[src/rtl/ifid_pkg.sv]
// Shared definitions for the IF/ID queue: MIPS opcode/funct codes, the decoded
// control word and the bubble constant.
// Optional feature macro: IFID_ILLEGAL_EN (flags undefined opcode/funct).
package ifid_pkg;

    localparam logic [5:0] OP_RTYPE  = 6'h00;
    localparam logic [5:0] OP_REGIMM = 6'h01;
    localparam logic [5:0] OP_J      = 6'h02;
    localparam logic [5:0] OP_JAL    = 6'h03;
    localparam logic [5:0] OP_BEQ    = 6'h04;
    localparam logic [5:0] OP_BNE    = 6'h05;
    localparam logic [5:0] OP_BLEZ   = 6'h06;
    localparam logic [5:0] OP_BGTZ   = 6'h07;
    localparam logic [5:0] OP_ADDI   = 6'h08;
    localparam logic [5:0] OP_ADDIU  = 6'h09;
    localparam logic [5:0] OP_SLTI   = 6'h0a;
    localparam logic [5:0] OP_SLTIU  = 6'h0b;
    localparam logic [5:0] OP_ANDI   = 6'h0c;
    localparam logic [5:0] OP_LUI    = 6'h0f;
    localparam logic [5:0] OP_LW     = 6'h23;
    localparam logic [5:0] OP_SW     = 6'h2b;

    localparam logic [5:0] FN_SLL  = 6'h00;
    localparam logic [5:0] FN_SRL  = 6'h02;
    localparam logic [5:0] FN_SRA  = 6'h03;
    localparam logic [5:0] FN_JR   = 6'h08;
    localparam logic [5:0] FN_JALR = 6'h09;
    localparam logic [5:0] FN_ALT  = 6'h2f;

    typedef struct packed {
        logic       ext_op;
        logic       lui_op;
        logic       branch;
        logic       mem_read;
        logic       mem_wr;
        logic       reg_wr;
        logic [3:0] alu_op;
        logic [1:0] alu_src_a;
        logic [1:0] alu_src;
        logic [1:0] reg_dst;
        logic [1:0] mem_to_reg;
        logic [1:0] jump;
    } ctrl_t;

    localparam ctrl_t CTRL_NOP = '0;

    // R-type function codes the datapath implements; anything else is illegal
    function automatic logic funct_legal(input logic [5:0] funct);
        case (funct)
            6'h00, 6'h02, 6'h03, 6'h04, 6'h06, 6'h07, 6'h08, 6'h09,
            6'h20, 6'h21, 6'h22, 6'h23, 6'h24, 6'h25, 6'h26, 6'h27,
            6'h2a, 6'h2b, 6'h2f: funct_legal = 1'b1;
            default:             funct_legal = 1'b0;
        endcase
    endfunction

endpackage

[src/rtl/ifid_queue_if.sv]
// Fetch/decode-facing signal bundle of the IF/ID queue.
// master: fetch + decode side; slave: the queue itself.
interface ifid_queue_if #(
    parameter int unsigned PC_W  = 32,
    parameter int unsigned DEPTH = 2
);
    logic                         flush;
    logic                         in_valid;
    logic                         in_ready;
    logic [PC_W-1:0]              pc_in;
    logic [31:0]                  inst_in;
    logic                         out_valid;
    logic                         out_ready;
    logic [PC_W-1:0]              pc_o;
    logic [31:0]                  inst_o;
    logic                         ExtOp;
    logic                         LuiOp;
    logic                         Branch;
    logic                         MemRead;
    logic                         MemWr;
    logic                         RegWr;
    logic [3:0]                   ALUOp;
    logic [1:0]                   ALUSrcA;
    logic [1:0]                   ALUSrc;
    logic [1:0]                   RegDst;
    logic [1:0]                   MemtoReg;
    logic [1:0]                   Jump;
    logic [$clog2(DEPTH+1)-1:0]   count;
    logic                         ill_inst;

    modport master (
        output flush, in_valid, pc_in, inst_in, out_ready,
        input  in_ready, out_valid, pc_o, inst_o, ExtOp, LuiOp, Branch, MemRead, MemWr,
               RegWr, ALUOp, ALUSrcA, ALUSrc, RegDst, MemtoReg, Jump, count, ill_inst
    );

    modport slave (
        input  flush, in_valid, pc_in, inst_in, out_ready,
        output in_ready, out_valid, pc_o, inst_o, ExtOp, LuiOp, Branch, MemRead, MemWr,
               RegWr, ALUOp, ALUSrcA, ALUSrc, RegDst, MemtoReg, Jump, count, ill_inst
    );

endinterface

[src/rtl/ifid_decode.sv]
// Combinational MIPS main decoder: opcode/funct -> full control word.
// Optional feature macro: IFID_ILLEGAL_EN adds the ill output and zeroes the
// control word of undefined encodings.
module ifid_decode
    import ifid_pkg::*;
(
    input  logic [5:0] op,
    input  logic [5:0] funct,
    output ctrl_t      ctrl
`ifdef IFID_ILLEGAL_EN
    ,
    output logic       ill
`endif
);

    logic legal;

    // Decode one instruction; undefined opcodes fall through to the bubble word
    always_comb begin
        ctrl  = CTRL_NOP;
        legal = 1'b1;
        case (op)
            OP_RTYPE: begin
                ctrl.alu_op[2:0] = (funct == FN_ALT) ? 3'b111 : 3'b010;
                case (funct)
                    FN_SLL, FN_SRL, FN_SRA: begin
                        ctrl.alu_src_a = 2'b11;
                        ctrl.reg_dst   = 2'b01;
                        ctrl.reg_wr    = 1'b1;
                    end
                    FN_JR: begin
                        ctrl.jump = 2'b10;
                    end
                    FN_JALR: begin
                        ctrl.jump      = 2'b10;
                        ctrl.reg_wr    = 1'b1;
                        ctrl.reg_dst   = 2'b01;
                        ctrl.alu_src_a = 2'b10;
                        ctrl.alu_src   = 2'b01;
                    end
                    default: begin
                        ctrl.reg_dst = 2'b01;
                        ctrl.reg_wr  = 1'b1;
                    end
                endcase
            end
            OP_LW: begin
                ctrl.alu_src    = 2'b10;
                ctrl.ext_op     = 1'b1;
                ctrl.mem_read   = 1'b1;
                ctrl.reg_wr     = 1'b1;
                ctrl.mem_to_reg = 2'b01;
            end
            OP_SW: begin
                ctrl.alu_src = 2'b10;
                ctrl.ext_op  = 1'b1;
                ctrl.mem_wr  = 1'b1;
            end
            OP_BEQ: begin
                ctrl.branch      = 1'b1;
                ctrl.ext_op      = 1'b1;
                ctrl.alu_op[2:0] = 3'b001;
            end
            OP_BNE, OP_BLEZ, OP_BGTZ, OP_REGIMM: begin
                ctrl.branch = 1'b1;
                ctrl.ext_op = 1'b1;
            end
            OP_LUI: begin
                ctrl.alu_src = 2'b10;
                ctrl.ext_op  = 1'b1;
                ctrl.lui_op  = 1'b1;
                ctrl.reg_wr  = 1'b1;
            end
            OP_ADDI, OP_SLTI, OP_SLTIU, OP_ANDI: begin
                ctrl.alu_src = 2'b10;
                ctrl.ext_op  = 1'b1;
                ctrl.reg_wr  = 1'b1;
                if (op == OP_ANDI) begin
                    ctrl.alu_op[2:0] = 3'b100;
                end else if (op != OP_ADDI) begin
                    ctrl.alu_op[2:0] = 3'b101;
                end
            end
            OP_ADDIU: begin
                ctrl.alu_src = 2'b10;
                ctrl.reg_wr  = 1'b1;
            end
            OP_J: begin
                ctrl.jump = 2'b01;
            end
            OP_JAL: begin
                ctrl.jump      = 2'b01;
                ctrl.reg_wr    = 1'b1;
                ctrl.reg_dst   = 2'b10;
                ctrl.alu_src_a = 2'b10;
                ctrl.alu_src   = 2'b01;
            end
            default: begin
                legal = 1'b0;
            end
        endcase
        // ALUOp[3] mirrors opcode bit 0 (inst[26]) for every defined opcode
        ctrl.alu_op[3] = legal & op[0];
`ifdef IFID_ILLEGAL_EN
        if (op == OP_RTYPE && !funct_legal(funct)) begin
            legal = 1'b0;
        end
        ill = ~legal;
        if (!legal) begin
            ctrl = CTRL_NOP;
        end
`endif
    end

endmodule

[src/rtl/ifid_queue.sv]
// IF/ID pipeline queue: DEPTH-entry FIFO between fetch and decode with
// decode-on-write, valid/ready on both sides and synchronous flush.
// Optional feature macro: IFID_ILLEGAL_EN (per-entry illegal-instruction flag).
module ifid_queue
    import ifid_pkg::*;
#(
    parameter int unsigned PC_W  = 32,
    parameter int unsigned DEPTH = 2
) (
    input logic         clk,
    input logic         reset,
    ifid_queue_if.slave bus
);

    localparam int unsigned PTR_W = $clog2(DEPTH);
    localparam int unsigned CNT_W = $clog2(DEPTH + 1);

    logic [PTR_W-1:0] wr_ptr_q;
    logic [PTR_W-1:0] rd_ptr_q;
    logic [CNT_W-1:0] count_q;
    logic [PC_W-1:0]  pc_mem_q   [DEPTH];
    logic [31:0]      inst_mem_q [DEPTH];
    ctrl_t            ctrl_mem_q [DEPTH];
    logic [PC_W-1:0]  last_pc_q;
    logic [31:0]      last_inst_q;

    logic  full;
    logic  empty;
    logic  push;
    logic  pop;
    ctrl_t dec_ctrl;
    ctrl_t head_ctrl;

    // No pass-through: a full queue refuses pushes even while popping
    assign full  = (count_q == CNT_W'(DEPTH));
    assign empty = (count_q == '0);
    assign push  = bus.in_valid & ~full & ~bus.flush;
    assign pop   = ~empty & bus.out_ready & ~bus.flush;

    assign bus.in_ready  = ~full;
    assign bus.out_valid = ~empty;
    assign bus.count     = count_q;

`ifdef IFID_ILLEGAL_EN
    logic dec_ill;
    logic ill_mem_q [DEPTH];

    ifid_decode u_decode (
        .op   (bus.inst_in[31:26]),
        .funct(bus.inst_in[5:0]),
        .ctrl (dec_ctrl),
        .ill  (dec_ill)
    );

    // Illegal flag storage, written alongside the entry
    always_ff @(posedge clk or posedge reset) begin
        if (reset) begin
            for (int i = 0; i < int'(DEPTH); i++) begin
                ill_mem_q[i] <= 1'b0;
            end
        end else if (push) begin
            ill_mem_q[wr_ptr_q] <= dec_ill;
        end
    end
`else
    ifid_decode u_decode (
        .op   (bus.inst_in[31:26]),
        .funct(bus.inst_in[5:0]),
        .ctrl (dec_ctrl)
    );
`endif

    // Pointer and occupancy update; flush dominates push and pop
    always_ff @(posedge clk or posedge reset) begin
        if (reset) begin
            wr_ptr_q <= '0;
            rd_ptr_q <= '0;
            count_q  <= '0;
        end else if (bus.flush) begin
            wr_ptr_q <= '0;
            rd_ptr_q <= '0;
            count_q  <= '0;
        end else begin
            if (push) begin
                wr_ptr_q <= wr_ptr_q + 1'b1;
            end
            if (pop) begin
                rd_ptr_q <= rd_ptr_q + 1'b1;
            end
            if (push && !pop) begin
                count_q <= count_q + 1'b1;
            end else if (pop && !push) begin
                count_q <= count_q - 1'b1;
            end
        end
    end

    // Entry storage: PC, raw instruction and its decoded control word
    always_ff @(posedge clk or posedge reset) begin
        if (reset) begin
            for (int i = 0; i < int'(DEPTH); i++) begin
                pc_mem_q[i]   <= '0;
                inst_mem_q[i] <= '0;
                ctrl_mem_q[i] <= CTRL_NOP;
            end
        end else if (push) begin
            pc_mem_q[wr_ptr_q]   <= bus.pc_in;
            inst_mem_q[wr_ptr_q] <= bus.inst_in;
            ctrl_mem_q[wr_ptr_q] <= dec_ctrl;
        end
    end

    // Remember the most recent head so pc_o/inst_o hold while empty
    always_ff @(posedge clk or posedge reset) begin
        if (reset) begin
            last_pc_q   <= '0;
            last_inst_q <= '0;
        end else if (!empty) begin
            last_pc_q   <= pc_mem_q[rd_ptr_q];
            last_inst_q <= inst_mem_q[rd_ptr_q];
        end
    end

    // Head presentation; an empty queue shows a bubble
    always_comb begin
        head_ctrl    = CTRL_NOP;
        bus.pc_o     = last_pc_q;
        bus.inst_o   = last_inst_q;
        bus.ill_inst = 1'b0;
        if (!empty) begin
            head_ctrl  = ctrl_mem_q[rd_ptr_q];
            bus.pc_o   = pc_mem_q[rd_ptr_q];
            bus.inst_o = inst_mem_q[rd_ptr_q];
`ifdef IFID_ILLEGAL_EN
            bus.ill_inst = ill_mem_q[rd_ptr_q];
`endif
        end
    end

    assign bus.ExtOp    = head_ctrl.ext_op;
    assign bus.LuiOp    = head_ctrl.lui_op;
    assign bus.Branch   = head_ctrl.branch;
    assign bus.MemRead  = head_ctrl.mem_read;
    assign bus.MemWr    = head_ctrl.mem_wr;
    assign bus.RegWr    = head_ctrl.reg_wr;
    assign bus.ALUOp    = head_ctrl.alu_op;
    assign bus.ALUSrcA  = head_ctrl.alu_src_a;
    assign bus.ALUSrc   = head_ctrl.alu_src;
    assign bus.RegDst   = head_ctrl.reg_dst;
    assign bus.MemtoReg = head_ctrl.mem_to_reg;
    assign bus.Jump     = head_ctrl.jump;

endmodule

[src/flat_wrapper.sv]
// flat-port wrapper written by rule: the top's interface ports become plain ports
module ifid_queue_flat import ifid_pkg::*;
#(
    parameter int unsigned PC_W  = 32,
    parameter int unsigned DEPTH = 2
)
  (clk, reset, bus_flush, bus_in_valid, bus_pc_in, bus_inst_in, bus_out_ready, bus_in_ready, bus_out_valid, bus_pc_o, bus_inst_o, bus_ExtOp, bus_LuiOp, bus_Branch, bus_MemRead, bus_MemWr, bus_RegWr, bus_ALUOp, bus_ALUSrcA, bus_ALUSrc, bus_RegDst, bus_MemtoReg, bus_Jump, bus_count, bus_ill_inst);
  ifid_queue_if #(.PC_W(PC_W), .DEPTH(DEPTH)) bus_i ();
  input logic clk;
  input logic reset;
  input wire logic [$bits(bus_i.flush)-1:0] bus_flush;
  input wire logic [$bits(bus_i.in_valid)-1:0] bus_in_valid;
  input wire logic [$bits(bus_i.pc_in)-1:0] bus_pc_in;
  input wire logic [$bits(bus_i.inst_in)-1:0] bus_inst_in;
  input wire logic [$bits(bus_i.out_ready)-1:0] bus_out_ready;
  output wire logic [$bits(bus_i.in_ready)-1:0] bus_in_ready;
  output wire logic [$bits(bus_i.out_valid)-1:0] bus_out_valid;
  output wire logic [$bits(bus_i.pc_o)-1:0] bus_pc_o;
  output wire logic [$bits(bus_i.inst_o)-1:0] bus_inst_o;
  output wire logic [$bits(bus_i.ExtOp)-1:0] bus_ExtOp;
  output wire logic [$bits(bus_i.LuiOp)-1:0] bus_LuiOp;
  output wire logic [$bits(bus_i.Branch)-1:0] bus_Branch;
  output wire logic [$bits(bus_i.MemRead)-1:0] bus_MemRead;
  output wire logic [$bits(bus_i.MemWr)-1:0] bus_MemWr;
  output wire logic [$bits(bus_i.RegWr)-1:0] bus_RegWr;
  output wire logic [$bits(bus_i.ALUOp)-1:0] bus_ALUOp;
  output wire logic [$bits(bus_i.ALUSrcA)-1:0] bus_ALUSrcA;
  output wire logic [$bits(bus_i.ALUSrc)-1:0] bus_ALUSrc;
  output wire logic [$bits(bus_i.RegDst)-1:0] bus_RegDst;
  output wire logic [$bits(bus_i.MemtoReg)-1:0] bus_MemtoReg;
  output wire logic [$bits(bus_i.Jump)-1:0] bus_Jump;
  output wire logic [$bits(bus_i.count)-1:0] bus_count;
  output wire logic [$bits(bus_i.ill_inst)-1:0] bus_ill_inst;
  assign bus_i.flush = bus_flush;
  assign bus_i.in_valid = bus_in_valid;
  assign bus_i.pc_in = bus_pc_in;
  assign bus_i.inst_in = bus_inst_in;
  assign bus_i.out_ready = bus_out_ready;
  assign bus_in_ready = bus_i.in_ready;
  assign bus_out_valid = bus_i.out_valid;
  assign bus_pc_o = bus_i.pc_o;
  assign bus_inst_o = bus_i.inst_o;
  assign bus_ExtOp = bus_i.ExtOp;
  assign bus_LuiOp = bus_i.LuiOp;
  assign bus_Branch = bus_i.Branch;
  assign bus_MemRead = bus_i.MemRead;
  assign bus_MemWr = bus_i.MemWr;
  assign bus_RegWr = bus_i.RegWr;
  assign bus_ALUOp = bus_i.ALUOp;
  assign bus_ALUSrcA = bus_i.ALUSrcA;
  assign bus_ALUSrc = bus_i.ALUSrc;
  assign bus_RegDst = bus_i.RegDst;
  assign bus_MemtoReg = bus_i.MemtoReg;
  assign bus_Jump = bus_i.Jump;
  assign bus_count = bus_i.count;
  assign bus_ill_inst = bus_i.ill_inst;
  ifid_queue #(.PC_W(PC_W), .DEPTH(DEPTH)) u_core (.clk(clk), .reset(reset), .bus(bus_i));
endmodule
[config.mk]
export PLATFORM = sky130hd
export DESIGN_NAME = ifid_queue_flat
export DESIGN_NICKNAME = d
export VERILOG_FILES = /design/src/rtl/ifid_pkg.sv /design/src/rtl/ifid_queue_if.sv /design/src/rtl/ifid_decode.sv /design/src/rtl/ifid_queue.sv /design/src/flat_wrapper.sv
export SDC_FILE = /design/constraint.sdc
export NUM_CORES = 1
export LEC_CHECK = 0
export BUFFER_PORTS_ARGS = -buffer_cell sky130_fd_sc_hd__clkbuf_2
export CAP_MARGIN = 20
export CORE_MARGIN = 2
export CORE_UTILIZATION = 45
export DETAILED_ROUTE_END_ITERATION = 8
export GPL_ROUTABILITY_DRIVEN = 1
export PLACE_DENSITY = 0.63
export SLEW_MARGIN = 20
export SYNTH_ARGS = -nofsm -noshare
export SYNTH_HDL_FRONTEND = slang
export SYNTH_SLANG_ARGS = --single-unit
[constraint.sdc]
create_clock -name clk -period 9.85 [get_ports clk]
set_input_delay 1.4775 -clock clk [delete_from_list [all_inputs] [get_ports clk]]
set_output_delay 1.4775 -clock clk [all_outputs]
set_load 0.03 [all_outputs]
==> flow_summary_export.csv <==
group,metric,value,unit
outcome,status,"finished clean",
synthesis,synthTopCellsByArea,"dfrtp_1 (59%), nand2_1 (18%), mux2i_1 (8.5%), o21ai_0 (4.7%), clkbuf_1 (1.6%)",
routing,drc,0,
die,die_w,152,microns
sta,fmax,223,MHz
global_route,antenna_found_initial,0,
pwr,peakVddDrop,172,uV
pwr,powerDensity,243,nW/um^2
hold_path,holdCritPathClass,"flip-flop to flip-flop",
pwr,switchingPower,907,uW
routing,vias_per_cell,5.00,
synthesis,ys_ff_latch,232,
routing,wl_per_cell,15.6,microns
finish,ff_latch_area,5810,sq um
worst_setup_path,cpPeakStageDelay,0.89,ns
clock_tree,postCtsHoldBufs,0,
placed_design,place.port_buffers,155,
worst_setup_path,critical_path_class,"flip-flop to output pin",
die,start_util,45.5,%
clock_tree,cts_resized,0,
synthesis,syn_area,9850,sq um
global_route,grt_pass1_vias,7362,
finish,syn_to_final_growth,18.1,%
sta,fin_skew,0.0191,ns
sta,hold_viol_final,0,
clock_tree,cts_tree,"done",
worst_setup_path,cpMaxStageDelayCell,"buf_4",
worst_setup_path,crit_chain,"buf_4 > mux2i_1 > o21ai_0 > clkbuf_2",
worst_setup_path,crit_path_start_kind,"flip-flop",
sta,final.min_clock_period,4.49,ns
worst_setup_path,cp_data_arrival_time,3.01,ns
placed_design,dp_hpwl,14200,microns
synthesis,yosysTopAreaCell,"dfrtp_1",
sta,post-route-period-util,45.5,%
pwr,pwr-share-clk,32.7,%
global_route,track_usage,19.8,%
sta,holdWs,0.471,ns
pwr,p_comb_share,22.2,%
pwr,p_int,1920,uW
clock_tree,cts_setup_buffers,0,
sta,final_max_slew_viol_count,0,
global_route,gr-usage-met2,32.0,%
die,rows,54,
clock_tree,clkTransAtPathRegs,0.06,ns
finish,fill_cells,2038,
synthesis,ys.flop_type,"dfrtp_1",
worst_setup_path,critPathTopFamily,"buffers and inverters",
synthesis,yosysTopAreaCellShare,59.0,%
routing,firstDrtPassIters,4,
sta,worstMarginPinSlew,1.00,ns
global_route,grt_max_degree,100,
pwr,pwr-share-seq,45.0,%
die,io_pins,158,
synthesis,synth-warning-count,0,
pwr,p_leak,0.00587,uW
sta,relSlewSlack,33.3,%
clock_tree,clock_tree.root_cell,"clkbuf_16",
finish,nNetsFinal,1244,
clock_tree,cts.htree.levels,1,
global_route,met1_usage,28.2,%
worst_setup_path,crit_buf_inv,2,
routing,num_vias,7359,
worst_setup_path,critical_path_required,8.37,ns
synthesis,async_flop_share,100,%
die,die-area,23100,sq um
synthesis,synth_edf_count,0,
synthesis,syn_area_per_cell,9.36,sq um
sta,fin_setup_tns,0,ns
synthesis,ys_types,42,
die,dieHeight,152,microns
worst_setup_path,critPathMaxFanout,53,
sta,rsz0062_at_grt,"false",
job,drv_cap,0,
die,core_area,21600,sq um
pwr,p_sw_share,32.1,%
placed_design,gp_congestion,0.733,
routing,drt-initial-drc-count,435,
routing,totalWireLength,22900,microns
clock_tree,clkLatencyLatePin,0.52,ns
global_route,grt_overflow,0,
clock_tree,cts_sinks,232,
routing,ant_nets,0,
synthesis,syn_inst,1052,
finish,multi_input_area,3760,sq um
global_route,grt_busiest_layer,"met2",
finish,drive_gt1_share,19.0,%
synthesis,ys_seq_area_share,59.0,%
finish,antenna_cells,0,
global_route,grt_pass1_wl,38000,microns
clock_tree,numCtsBuffers,26,
worst_setup_path,crit_path_end_kind,"output pin",
global_route,globalRouteMet3Util,3.54,%
sta,setup_viol,0,
clock_tree,cts.path.max_buffers,3,
==> power by group through the flow <==
stage | combinational, uW | sequential [uW] | clock [uW]
after detailed placement | 634 | 1290 | 0
after global routing | 702 | 1300 | 989
after floorplan | 470 | 1260 | 0
after CTS | 637 | 1280 | 951
final | 629 | 1270 | 925
after global placement | 622 | 1280 | 0
==> through the flow <==
step	total power (uW)	instances	instance area (sq um)	utilization [%]	setup slack [ns]
CTS	2860	1472	11600	53.7	5.10
global placement	1910	1426	10800	49.9	5.65
detailed placement	1930	1426	10800	49.9	5.65
floorplan	1730	1053	9850	-	2.01
finish	2830	1473	11600	53.8	5.36
global route	2990	1473	11600	53.8	5.16
==> flip-flops by register name, summed over array words and instances, names as in the netlist <==
name,cells
u_core.rd_ptr_q,1
u_core.bus.count,2
u_core.last_pc_q,32
u_core.inst_mem_q,64
u_core.ctrl_mem_q,36
u_core.pc_mem_q,64
u_core.last_inst_q,32
u_core.wr_ptr_q,1
==> area by class of cell <==
class	instances	area share, %
Clock buffer	42	6.88
Multi-Input combinational cell	747	32.3
Sequential cell	232	49.9
Tap cell	280	3.01
Clock inverter	4	0.269
Timing Repair Buffer	165	7.42
Inverter	3	0.161
==> metal layers <==
metal	wire, microns	vias up
met5	0	-
met4	401	0
met3	958	28
met2	10700	155
met1	10900	3552
li1	-	3624
==> placed cells by master, fill, tap and decap left out, drive strengths merged, types with 2 or more instances in the layout <==
cell type and instances:
nand2 476, dfrtp 232, clkbuf 197, o21ai 94, mux2i 84, nor2 31, mux2 12, buf 10
a21oi 6, nor2b 5, nand2b 4, clkinv 4, or3 3, a31oi 3, inv 3, nand4 2
nand3b 2, nor3 2, xor2 2, conb 2, nor4 2
==> worst min-delay path, cell delays in order (launching register included) <==
cell     delay (ns)
dfrtp_1        0.34
nand2_1        0.05
nand2_1        0.05
==> cell families (layout without fill, tap and decap cells) <==
group	after synthesis	count (layout)	synth area share, %
AND/OR/NAND/NOR	536	536	21.6
flip-flops	232	232	59.0
AO/OA/AOI/OAI	111	111	5.96
multiplexers	96	96	9.91
buffers and inverters	74	214	3.33
XOR/XNOR	2	2	0.178
other	1	2	0.0381
==> worst paths after layout <==
check	start	to	slack, ns	cells after the start
min reg2reg	u_core.pc_mem_q[39]$_DFFE_PP0P_	u_core.pc_mem_q[39]$_DFFE_PP0P_	0.47	2
min in group asynchronous	reset	u_core.last_pc_q[7]$_DFF_PP0_	1.05	2
max in group asynchronous	reset	u_core.rd_ptr_q$_DFFE_PP0P_	7.37	3
min	u_core.pc_mem_q[39]$_DFFE_PP0P_	u_core.pc_mem_q[39]$_DFFE_PP0P_	0.47	2
max	u_core.rd_ptr_q$_DFFE_PP0P_	bus_pc_o[15]	5.36	4
max reg2reg	u_core.bus.count[0]$_DFFE_PP0P_	u_core.ctrl_mem_q[33]$_DFFE_PP0P_	7.40	4
==> cells in the mapped netlist, types with 4 or more instances <==
cell type,number
a21oi_1,6
buf_1,4
buf_2,16
buf_4,8
clkbuf_1,43
dfrtp_1,232
mux2_2,12
mux2i_1,84
nand2_1,475
nand2b_1,4
nor2_1,31
nor2b_1,5
o21ai_0,92
No activity file was read; power rests on OpenSTA's default activity.
